--- config.mk ---
export PLATFORM = sky130hd
export DESIGN_NAME = pipeline_ctrl
export DESIGN_NICKNAME = d
export VERILOG_FILES = /design/src/rtl/pipeline_ctrl_pkg.sv /design/src/rtl/pipeline_ctrl_sat_counter.sv /design/src/rtl/pipeline_ctrl.sv
export SDC_FILE = /design/constraint.sdc
export NUM_CORES = 1
export LEC_CHECK = 0
export ABC_AREA = 1
export BUFFER_PORTS_ARGS = -buffer_cell sky130_fd_sc_hd__buf_2
export CAP_MARGIN = 25
export CORE_ASPECT_RATIO = 0.75
export CORE_MARGIN = 2
export CORE_UTILIZATION = 47
export DETAILED_ROUTE_END_ITERATION = 8
export GPL_TIMING_DRIVEN = 0
export HOLD_SLACK_MARGIN = 0.12
export PLACE_DENSITY = 0.77
export SLEW_MARGIN = 25
export SYNTH_ARGS = -nofsm -noshare
export SYNTH_HDL_FRONTEND = slang
export SYNTH_SLANG_ARGS = --single-unit
export TNS_END_PERCENT = 5
--- constraint.sdc ---
create_clock -name clock -period 1.67 [get_ports clock]
set_input_delay 0.334 -clock clock [delete_from_list [all_inputs] [get_ports clock]]
set_output_delay 0.334 -clock clock [all_outputs]
set_load 0.02 [all_outputs]
--- src/rtl/pipeline_ctrl_pkg.sv ---
// Shared constants for the pipeline stall/flush controller: freeze vectors,
// controller state encodings and the stall-priority helper.
package pipeline_ctrl_pkg;

   // Freeze vectors: [0]pc [1]if_id [2]id_ex [3]ex_mem [4]mem_wb [5]wb
   localparam logic [5:0] STALL_NONE = 6'b000000;
   localparam logic [5:0] STALL_ID   = 6'b000111;
   localparam logic [5:0] STALL_EX   = 6'b001111;
   localparam logic [5:0] STALL_MEM  = 6'b011111;
   localparam logic [5:0] STALL_ALL  = 6'b111111;

   // Controller state encodings
   localparam logic [1:0] PCTRL_RUN     = 2'd0;
   localparam logic [1:0] PCTRL_STALL   = 2'd1;
   localparam logic [1:0] PCTRL_TIMEOUT = 2'd2;

   // Existing enable levels
   localparam logic STALL_ENABLE = 1'b1;
   localparam logic WRITE_ENABLE = 1'b1;

   // Merge stall requests; the most downstream requester wins because its
   // freeze already covers every stage upstream of it.
   function automatic logic [5:0] stall_vector(input logic id_req,
                                               input logic ex_req,
                                               input logic mem_req);
      logic [5:0] vec;
      if (mem_req == STALL_ENABLE) begin
         vec = STALL_MEM;
      end else if (ex_req == STALL_ENABLE) begin
         vec = STALL_EX;
      end else if (id_req == STALL_ENABLE) begin
         vec = STALL_ID;
      end else begin
         vec = STALL_NONE;
      end
      return vec;
   endfunction

endpackage

--- src/rtl/pipeline_ctrl_sat_counter.sv ---
// Saturating up-counter used for the controller's performance counters.
// Holds at all-ones instead of wrapping.
module sat_counter #(
   parameter int W = 32
) (
   input  logic         clock,
   input  logic         reset,
   input  logic         inc,
   output logic [W-1:0] count
);

   logic [W-1:0] count_r;

   // Count enabled cycles, stopping at the maximum value
   always_ff @(posedge clock) begin
      if (reset) begin
         count_r <= '0;
      end else if (inc && (count_r != {W{1'b1}})) begin
         count_r <= count_r + W'(1);
      end else begin
         count_r <= count_r;
      end
   end

   assign count = count_r;

endmodule

--- src/rtl/pipeline_ctrl.sv ---
// Central stall/flush controller for the 5-stage pipeline. Merges ID/EX/MEM
// stall requests into one freeze vector, gates ID's PC redirect (killing the
// wrong-path fetch), watches MEM waits and keeps saturating perf counters.
module pipeline_ctrl
   import pipeline_ctrl_pkg::*;
#(
   parameter int MAX_WAIT = 16,
   parameter int CNT_W    = 32
) (
   input  logic             clock,
   input  logic             reset,
   input  logic             id_stall_request,
   input  logic             ex_stall_request,
   input  logic             mem_stall_request,
   input  logic             id_pc_write_enable,
   input  logic [31:0]      id_pc_write_data,
   output logic [5:0]       stall,
   output logic             flush_if_id,
   output logic             pc_write_enable,
   output logic [31:0]      pc_write_data,
   output logic             mem_timeout,
   output logic             hazard_error,
   output logic [CNT_W-1:0] stall_cycles,
   output logic [CNT_W-1:0] redirect_count
);

   localparam int WAIT_W = $clog2(MAX_WAIT + 1);

   logic [1:0]        state_r;
   logic [1:0]        state_next_s;
   logic [WAIT_W-1:0] wait_cnt_r;
   logic              mem_timeout_r;
   logic              hazard_error_r;
   logic              id_only_prev_r;
   logic              any_req_s;
   logic              id_only_s;
   logic              timeout_hit_s;
   logic              stall_any_s;

   assign any_req_s     = id_stall_request | ex_stall_request | mem_stall_request;
   // An ID stall with nothing downstream busy should clear in one cycle
   // because MEM forwarding covers the load-use case.
   assign id_only_s     = id_stall_request & ~ex_stall_request & ~mem_stall_request;
   assign timeout_hit_s = mem_stall_request & (wait_cnt_r == WAIT_W'(MAX_WAIT));
   assign stall_any_s   = (stall != STALL_NONE);

   // Freeze vector and redirect gating; a redirect seen while stalled is
   // dropped because ID re-decodes the same branch after the release.
   always_comb begin
      stall           = STALL_NONE;
      pc_write_enable = 1'b0;
      pc_write_data   = 32'h0000_0000;
      if (reset) begin
         stall           = STALL_NONE;
         pc_write_enable = 1'b0;
      end else if (state_r == PCTRL_TIMEOUT) begin
         stall           = STALL_ALL;
         pc_write_enable = 1'b0;
      end else begin
         stall = stall_vector(id_stall_request, ex_stall_request, mem_stall_request);
         if ((id_pc_write_enable == WRITE_ENABLE) && !any_req_s) begin
            pc_write_enable = WRITE_ENABLE;
            pc_write_data   = id_pc_write_data;
         end else begin
            pc_write_enable = 1'b0;
            pc_write_data   = 32'h0000_0000;
         end
      end
      flush_if_id = pc_write_enable;
   end

   // Next-state selection for the RUN/STALL/TIMEOUT controller
   always_comb begin
      state_next_s = state_r;
      case (state_r)
         PCTRL_RUN, PCTRL_STALL: begin
            if (timeout_hit_s) begin
               state_next_s = PCTRL_TIMEOUT;
            end else if (any_req_s) begin
               state_next_s = PCTRL_STALL;
            end else begin
               state_next_s = PCTRL_RUN;
            end
         end
         PCTRL_TIMEOUT: state_next_s = PCTRL_TIMEOUT;
         default:       state_next_s = PCTRL_RUN;
      endcase
   end

   // Controller state register; TIMEOUT is left only through reset
   always_ff @(posedge clock) begin
      if (reset) begin
         state_r <= PCTRL_RUN;
      end else begin
         state_r <= state_next_s;
      end
   end

   // Consecutive mem-wait counter, frozen once the watchdog has fired
   always_ff @(posedge clock) begin
      if (reset) begin
         wait_cnt_r <= '0;
      end else if (state_r == PCTRL_TIMEOUT) begin
         wait_cnt_r <= wait_cnt_r;
      end else if (mem_stall_request) begin
         if (wait_cnt_r != WAIT_W'(MAX_WAIT)) begin
            wait_cnt_r <= wait_cnt_r + WAIT_W'(1);
         end else begin
            wait_cnt_r <= wait_cnt_r;
         end
      end else begin
         wait_cnt_r <= '0;
      end
   end

   // Sticky error flags: watchdog expiry and a persisting orphan ID stall
   always_ff @(posedge clock) begin
      if (reset) begin
         mem_timeout_r  <= 1'b0;
         hazard_error_r <= 1'b0;
         id_only_prev_r <= 1'b0;
      end else begin
         mem_timeout_r  <= mem_timeout_r | (state_next_s == PCTRL_TIMEOUT);
         hazard_error_r <= hazard_error_r | (id_only_s & id_only_prev_r);
         id_only_prev_r <= id_only_s;
      end
   end

   assign mem_timeout  = mem_timeout_r;
   assign hazard_error = hazard_error_r;

   sat_counter #(.W(CNT_W)) u_stall_cycles (
      .clock (clock),
      .reset (reset),
      .inc   (stall_any_s),
      .count (stall_cycles)
   );

   sat_counter #(.W(CNT_W)) u_redirect_count (
      .clock (clock),
      .reset (reset),
      .inc   (pc_write_enable),
      .count (redirect_count)
   );

endmodule
==> results of run 1 <==
==> worst max-delay path, stage by stage, from the launching register on <==
cell	delay, ns
dfxtp_2	0.32
inv_2	0.04
nand2_4	0.07
nand2_4	0.05
nor2_4	0.13
clkinv_4	0.13
buf_12	0.18
nor2_1	0.11
buf_4	0.16
==> where the power goes <==
part | switching, mW | internal (mW) | total, mW
Sequential | 0.00921 | 1.77 | 1.78
Clock | 0.756 | 1.23 | 1.99
Combinational | 0.178 | 0.125 | 0.303
Total | 0.943 | 3.13 | 4.07
==> Yosys cell counts (2+ instances only) <==
| cell | n |
|---|---|
| nor2_2 | 5 |
| dfxtp_1 | 74 |
| nand3b_1 | 3 |
| buf_1 | 4 |
| inv_1 | 100 |
| xor2_1 | 3 |
| inv_2 | 4 |
| a21oi_1 | 55 |
| buf_2 | 5 |
| nand3_2 | 4 |
| nor2_4 | 2 |
| nand4_1 | 11 |
| ha_1 | 4 |
| nor3_1 | 7 |
| nand2_1 | 184 |
| a211oi_1 | 2 |
| xnor2_1 | 2 |
| nand3_1 | 72 |
| buf_6 | 10 |
| nand2_2 | 5 |
| o21ai_0 | 7 |
| nor2_1 | 193 |
| buf_4 | 5 |
==> registers in the layout, indices dropped and copies added (netlist names) <==
register and cells:
mem_timeout 1, state_r 2, id_only_prev_r 1, wait_cnt_r 5, hazard_error 1, u_stall_cycles.count 32
u_redirect_count.count 32
==> stage by stage <==
step	utilization (%)	TNS [ns]	worst slack, ns	hold slack [ns]
floorplan	-	-1.30	-0.0599	0.412
global placement	57.0	-11.89	-0.389	0.423
detailed placement	57.0	-12.51	-0.378	0.424
CTS	62.9	-5.14	-0.157	0.202
global route	66.8	-10.98	-0.304	0.231
finish	66.8	-4.74	-0.198	0.220
==> final timing paths <==
path	cells past startpoint	slack (ns)	from	endpoint
setup / recovery	8	-0.20	state_r[0]$_SDFF_PP0_	pc_write_data[8]
hold / removal	2	0.22	ex_stall_request	id_only_prev_r$_SDFF_PP0_
hold reg to reg	1	0.44	id_only_prev_r$_SDFF_PP0_	hazard_error$_SDFF_PP0_
setup reg to reg	13	-0.05	state_r[0]$_SDFF_PP0_	u_redirect_count.count[17]$_SDFFE_PP0P_
==> logic make-up after synthesis <==
kind of cell               count (synthesis)
adders and majority gates                  4
buffers and inverters                    130
DFF                                       74
AOI/OAI and AO/OA                         66
xor gates and xnor gates                   5
and+or+nand+nor                          490
==> metal layers <==
metal  share of wire (%)  vias up
met1                  45     2407
met3                 8.9       15
li1                    -     2718
met2                  45      237
met5                   0        -
met4                 1.3        0
==> timing repair <==
| action | 4_1_cts | 5_1_grt |
|---|---|---|
| endpoints found under the setup margin | 93 | 102 |
| pin swaps | 3 | 4 |
| setup buffers | 5 | 3 |
| hold endpoints to repair | 0 | 0 |
| gates cloned | 0 | 1 |
| gates resized for setup | 79 | 108 |
| hold buffers | 0 | 0 |
==> layout make-up <==
cell class	count	share of cell area [%]
multi-input combinational	565	43.5
sequential	74	23.6
timing repair buffer	152	15.2
inverter	105	6.24
buffer	25	4.13
clock buffer	11	3.95
tap	132	2.58
clock inverter	5	0.821
==> impl_results.md, run 1 <==
- Die H: around 89 um
- Required time of the worst setup path: roughly 1.3 ns
- Unrepaired setup endpoints after global routing: yes
- Syn_area_per_cell: 5.95 um^2
- Fin. max-slew vios: 0
- Dpl cell area: about 0.0055 mm^2
- Nets: just under 1k
- Syn-to-layout area delta: 39.9%
- CP arrival: 1.53 ns
- Compound-Gate Fraction of Synth Area: 7.44%
- Fillers: 865
- Register area share after synthesis: about a third
- Number of synthesized flops with an enable pin: 0
- Clock insertion delay at the later pin of the skew report: approximately 0.34 ns
- Largest net degree at the start of global routing: 13
- Via count: about 5.4k
- Drt pass-1 iters: 4
- Kind of end point of the critical path: output pin
- Largest family of logic cells by synthesized area: simple AND/OR/NAND/NOR gates
- Core Area: ~0.0096 mm^2
- Initial core utilization: between 40% and 50%
- H-Tree Level Count: 3
- Finish-stage setup viols: 38
- DRC Markers: 0
- Die X: between 100 and 150 um
- CP max FO: 10
- Worst hold path class: input pin to register
- Ys Warns: 0
- Footprint of the multi-input gates: 0.00278 mm^2
- Overall power: 4.07 mW
- Period minus WS final: approximately 1.9 ns
- Clock Skew: between 0.007 and 0.008 ns
- Final hold vios: 0
- Leakage power: ~3.1 nW
- Initial DRC Count: 395
- Rel. slew slack: between 60% and 70%
- Flops & latches, synth: 74
- Asr flop ratio synth: 0%
- Xor/xnor share of the synthesized area: less than 1%
- Number of CTS-inserted buffers: 9
- Routed len/inst: approximately 13 um
- Layout cells sized above 1: roughly a third
- Startpoint Class: register
- Post-synthesis instance area: approximately 0.0046 mm^2
- Final Non-Filler Cells: about 1.1k
- Antenna violations before repair: 0
- Max cap viols: 0
- DP Cell Count: between 1k and 1.5k
- Simple-Gate Fraction of Synth Area: between 40% and 50%
- M1 GR Usage: approximately a third
- Global Route Usage Sum: 25.5%
- Overall routed net length: 14.3 mm
- Io pins: roughly 140
- GRT Max-Usage Layer: met2
- Synth Net Count: about 800
- DP HPWL: 10.3 mm
- CTS root buffer: clkbuf_16
- Top post-synthesis cells by area: dfxtp_1 32%, nor2_1 16%, nand2_1 15%
- TritonCTS clock tree: built
- Yosys top cell by area: dfxtp_1
- First-pass GRT wire length: about 21 mm
- Fmax: about 540 MHz
- Top FF cell, synth: dfxtp_1
- Fin crit share: 112%
- CTS clk-pin slew, worst paths: ~0.06 ns
- Synth unique cells: 31
- Vias in the first global route: between 4k and 5k
- M2 GR Usage: between 40% and 50%
- Die area: 0.0105 mm^2
- Actual slew at the worst max-slew pin: 0.499 ns
- Vias per Instance: 5.03
- Status: finished with violations
- Post-Syn Instances: slightly below 800
- Failing checks: setup timing
- Design Area, Final: between 0.006 and 0.007 mm^2
- Max Buffers Root-to-Sink: 2
- Commonest non-fill, non-tap cells in the layout: 176 x nand2_1, 150 x nor2_1, 110 x buf_2, 98 x inv_1, 68 x nand3_1
- IO Port Bufs: ~140
- Post-synthesis adder-cell area fraction: 1.09%
- Antenna diodes: 0
- Commonest non-fill, non-tap cell in the layout: nand2_1
- IR drop worst, VDD: ~0.4 mV
- Post-synth top area share: roughly a third
- Placer Congestion: approximately 0.98
- Cell area power density: about 640 mW/mm^2
- Sequential Area: approximately 0.0015 mm^2
- M3 GR Usage: 6.51%
- Kind of critical path: register to output pin
- Overflow left after global routing: 0
- Final Worst Setup Slack: -0.198 ns
- Site Rows: 31
- Final ANT Viol Nets: 0
- Mux cell area share after synthesis: 0%
- Number of clock sinks: between 70 and 80
No activity file was read; power rests on OpenSTA's default activity.
==> inputs of run 2 (changes only) <==
CORE_UTILIZATION = 48   (was 47)
CTS_BUF_LIST = sky130_fd_sc_hd__clkbuf_8   (was not set)
PLACE_DENSITY = 0.79   (was 0.77)
==> impl_results.md, run 2 (synthesis results as in run 1) <==
- Status: finished with violations (unchanged)
- Failing checks: setup timing (unchanged)
- Design Area, Final: 0.00620 mm^2 (was 0.00640 mm^2)
- Nets: 972 (was 974)
- Commonest non-fill, non-tap cell in the layout: nand2_1 (unchanged)
- Switch share: 22.6% (was 23.2%)
- H-Tree Level Count: 3 (unchanged)
- IR drop worst, VDD: 0.583 mV (was 0.391 mV)
- Period minus WS final: 1.80 ns (was 1.87 ns)
- Cell area power density: 617 mW/mm^2 (was 636 mW/mm^2)
- Clock Skew: 0.0130 ns (was 0.00759 ns)
- Global Route Usage Sum: 26.5% (was 25.5%)
- Clock insertion delay at the later pin of the skew report: 0.36 ns (was 0.34 ns)
- Int Pwr: 2.96 mW (was 3.13 mW)
- Crit path from: state_r[0]$_SDFF_PP0_ (unchanged)
- Fmax: 555 MHz (was 535 MHz)
- Kind of end point of the critical path: output pin (unchanged)
- Kind of critical path: register to output pin (unchanged)
- Placer Congestion: 0.944 (was 0.982)
- Final Worst Setup Slack: -0.131 ns (was -0.198 ns)
- Unrepaired setup endpoints after global routing: yes (unchanged)
- Min-delay src: ex_stall_request (unchanged)
- CP arrival: 1.47 ns (was 1.53 ns)
- CTS root buffer: clkbuf_8 (was clkbuf_16)
- Dpl cell area: 0.00545 mm^2 (was 0.00546 mm^2)
- Vias in the first global route: 4530 (was 4333)
- Worst hold path class: input pin to register (unchanged)
- Initial DRC Count: 379 (was 395)
- Crit path capture: pc_write_data[30] (was pc_write_data[8])
- Hold Buf Count CTS: 0 (unchanged)
- Actual slew at the worst max-slew pin: 0.473 ns (was 0.499 ns)
- Overflow left after global routing: 0 (unchanged)
- Initial core utilization: 50.0% (was 47.8%)
- Startpoint Class: register (unchanged)
- Setup slack, reg-to-reg: -0.03 ns (was -0.05 ns)
- Overall power: 3.83 mW (was 4.07 mW)
- Syn-to-layout area delta: 35.4% (was 39.9%)
- Io pins: 144 (unchanged)
- Commonest non-fill, non-tap cells in the layout: 178 x nand2_1, 165 x nor2_1, 110 x buf_2, 99 x inv_1, 70 x nand3_1 (was 176 x nand2_1, 150 x nor2_1, 110 x buf_2, 98 x inv_1, 68 x nand3_1)
- Layout cells sized above 1: 28.6% (was 31.6%)
- DP HPWL: 10.4 mm (was 10.3 mm)
- Drt pass-1 iters: 5 (was 4)
- Worst Hold Margin: 0.205 ns (was 0.220 ns)
- Finish-stage setup viols: 36 (was 38)
- Largest net degree at the start of global routing: 13 (unchanged)
- Reg2Reg Depth: 8 (was 13)
- Fin. max-slew vios: 0 (unchanged)
- Required time of the worst setup path: 1.34 ns (about the same)
- Fin crit share: 108% (was 112%)
- Site Rows: 30 (was 31)
- DRC Markers: 0 (unchanged)
- Reg2Reg Launch Point: u_redirect_count.count[12]$_SDFFE_PP0P_ (was state_r[0]$_SDFF_PP0_)
- CTS clk-pin slew, worst paths: 0.07 ns (was 0.06 ns)
- Reg power frac: 46.6% (was 43.8%)
- Sequential Area: 0.00151 mm^2 (about the same)
- NetSw: 0.864 mW (was 0.943 mW)
- Via count: 5348 (was 5377)
- Fillers: 842 (was 865)
- Die H: 88.6 um (was 89.5 um)
- CP max FO: 10 (unchanged)
- Rel. slew slack: 68.5% (was 66.7%)
- Core Area: 0.00916 mm^2 (was 0.00958 mm^2)
- Die X: 117 um (was 118 um)
- Antenna diodes: 0 (unchanged)
- Number of CTS-inserted buffers: 9 (unchanged)
- Antenna violations before repair: 0 (unchanged)
- Setup TNS: -3.41 ns (was -4.74 ns)
- Final ANT Viol Nets: 0 (unchanged)
- RR Endpoint: u_redirect_count.count[16]$_SDFFE_PP0P_ (was u_redirect_count.count[17]$_SDFFE_PP0P_)
- Footprint of the multi-input gates: 0.00269 mm^2 (was 0.00278 mm^2)
- Max Buffers Root-to-Sink: 2 (unchanged)
- TritonCTS clock tree: built (unchanged)
- IO Port Bufs: 143 (unchanged)
- Max cap viols: 0 (unchanged)
- Combinational Power Share: 7.6% (was 7.5%)
- Die area: 0.0103 mm^2 (was 0.0105 mm^2)
- Routed len/inst: 13.2 um (was 13.4 um)
- Number of clock sinks: 74 (unchanged)
- Overall routed net length: 14.0 mm (was 14.3 mm)
- Leakage power: 3.00 nW (was 3.06 nW)
- Vias per Instance: 5.03 (about the same)
- Final hold vios: 0 (unchanged)
- Clock Power Share: 45.8% (was 48.8%)
- First-pass GRT wire length: 21.5 mm (about the same)
## run 2: cell count changes in the layout (fill, tap and decap cells not counted), moves of 3 or more
cell | before | now
nor2_1 | 150 | 165
dfxtp_2 | 15 | 12
nor2_2 | 33 | 22
nor2_4 | 17 | 13
clkinv_2 | 3 | 0
clkbuf_16 | 10 | 0
clkbuf_8 | 2 | 11
a21oi_2 | 5 | 2
dfxtp_1 | 56 | 59
a21oi_1 | 50 | 53
## run 2: power groups by stage
stage	registers, mW	logic [mW]	clock network, mW
global placement	1.82	0.239	0
finish	1.78	0.292	1.75
global route	1.78	0.322	1.85
floorplan	1.83	0.140	0
CTS	1.78	0.276	1.79
detailed placement	1.82	0.242	0
## run 2: critical path, stage by stage, from the launching register on
cell and delay (ns):
dfxtp_2 0.32, inv_2 0.04, nand2_4 0.07, nand2_4 0.05, nor2_4 0.15, inv_6 0.07
buf_12 0.15, nor2_1 0.10, buf_4 0.15
## run 2: per-stage QoR
step,util (%),worst slack (ns),cells
2_1_floorplan,-,-0.0599,769
3_5_place_dp,59.5,-0.361,1040
4_1_cts,65.9,-0.138,1063
5_1_grt,67.7,-0.211,1063
3_3_place_gp,59.5,-0.367,1040
6_report,67.7,-0.131,1063
## run 2: how the worst min path moves through the flow
stage                                 end  slack, ns  cells past startpoint
2_1_floorplan  wait_cnt_r[0]$_SDFFE_PP0P_       0.41                      1
3_3_place_gp      hazard_error$_SDFF_PP0_       0.42                      1
3_5_place_dp      hazard_error$_SDFF_PP0_       0.45                      1
4_1_cts         id_only_prev_r$_SDFF_PP0_       0.19                      2
5_1_grt         id_only_prev_r$_SDFF_PP0_       0.20                      2
6_report        id_only_prev_r$_SDFF_PP0_       0.20                      2
## run 2: repair_timing
item,in CTS,in global routing
pin swaps,2,2
buffers inserted,7,0
gates resized for setup,92,58
endpoints found under the setup margin,94,98
## run 2: area by class of cell
class / count / share of cell area, %
clock buffer: 11 / 2.44
timing repair buffer: 150 / 15.1
buffer: 25 / 4.04
tap: 128 / 2.58
inverter: 105 / 6.44
sequential: 74 / 24.3
clock inverter: 5 / 1.64
multi-input combinational: 565 / 43.4
## run 2: layer usage
metal	track usage [%]	wire (um)	up-vias
met5	0	0	-
met4	7.27	213	0
met1	36.8	6340	2364
met3	6.71	1330	18
li1	-	-	2706
met2	41.1	6140	260
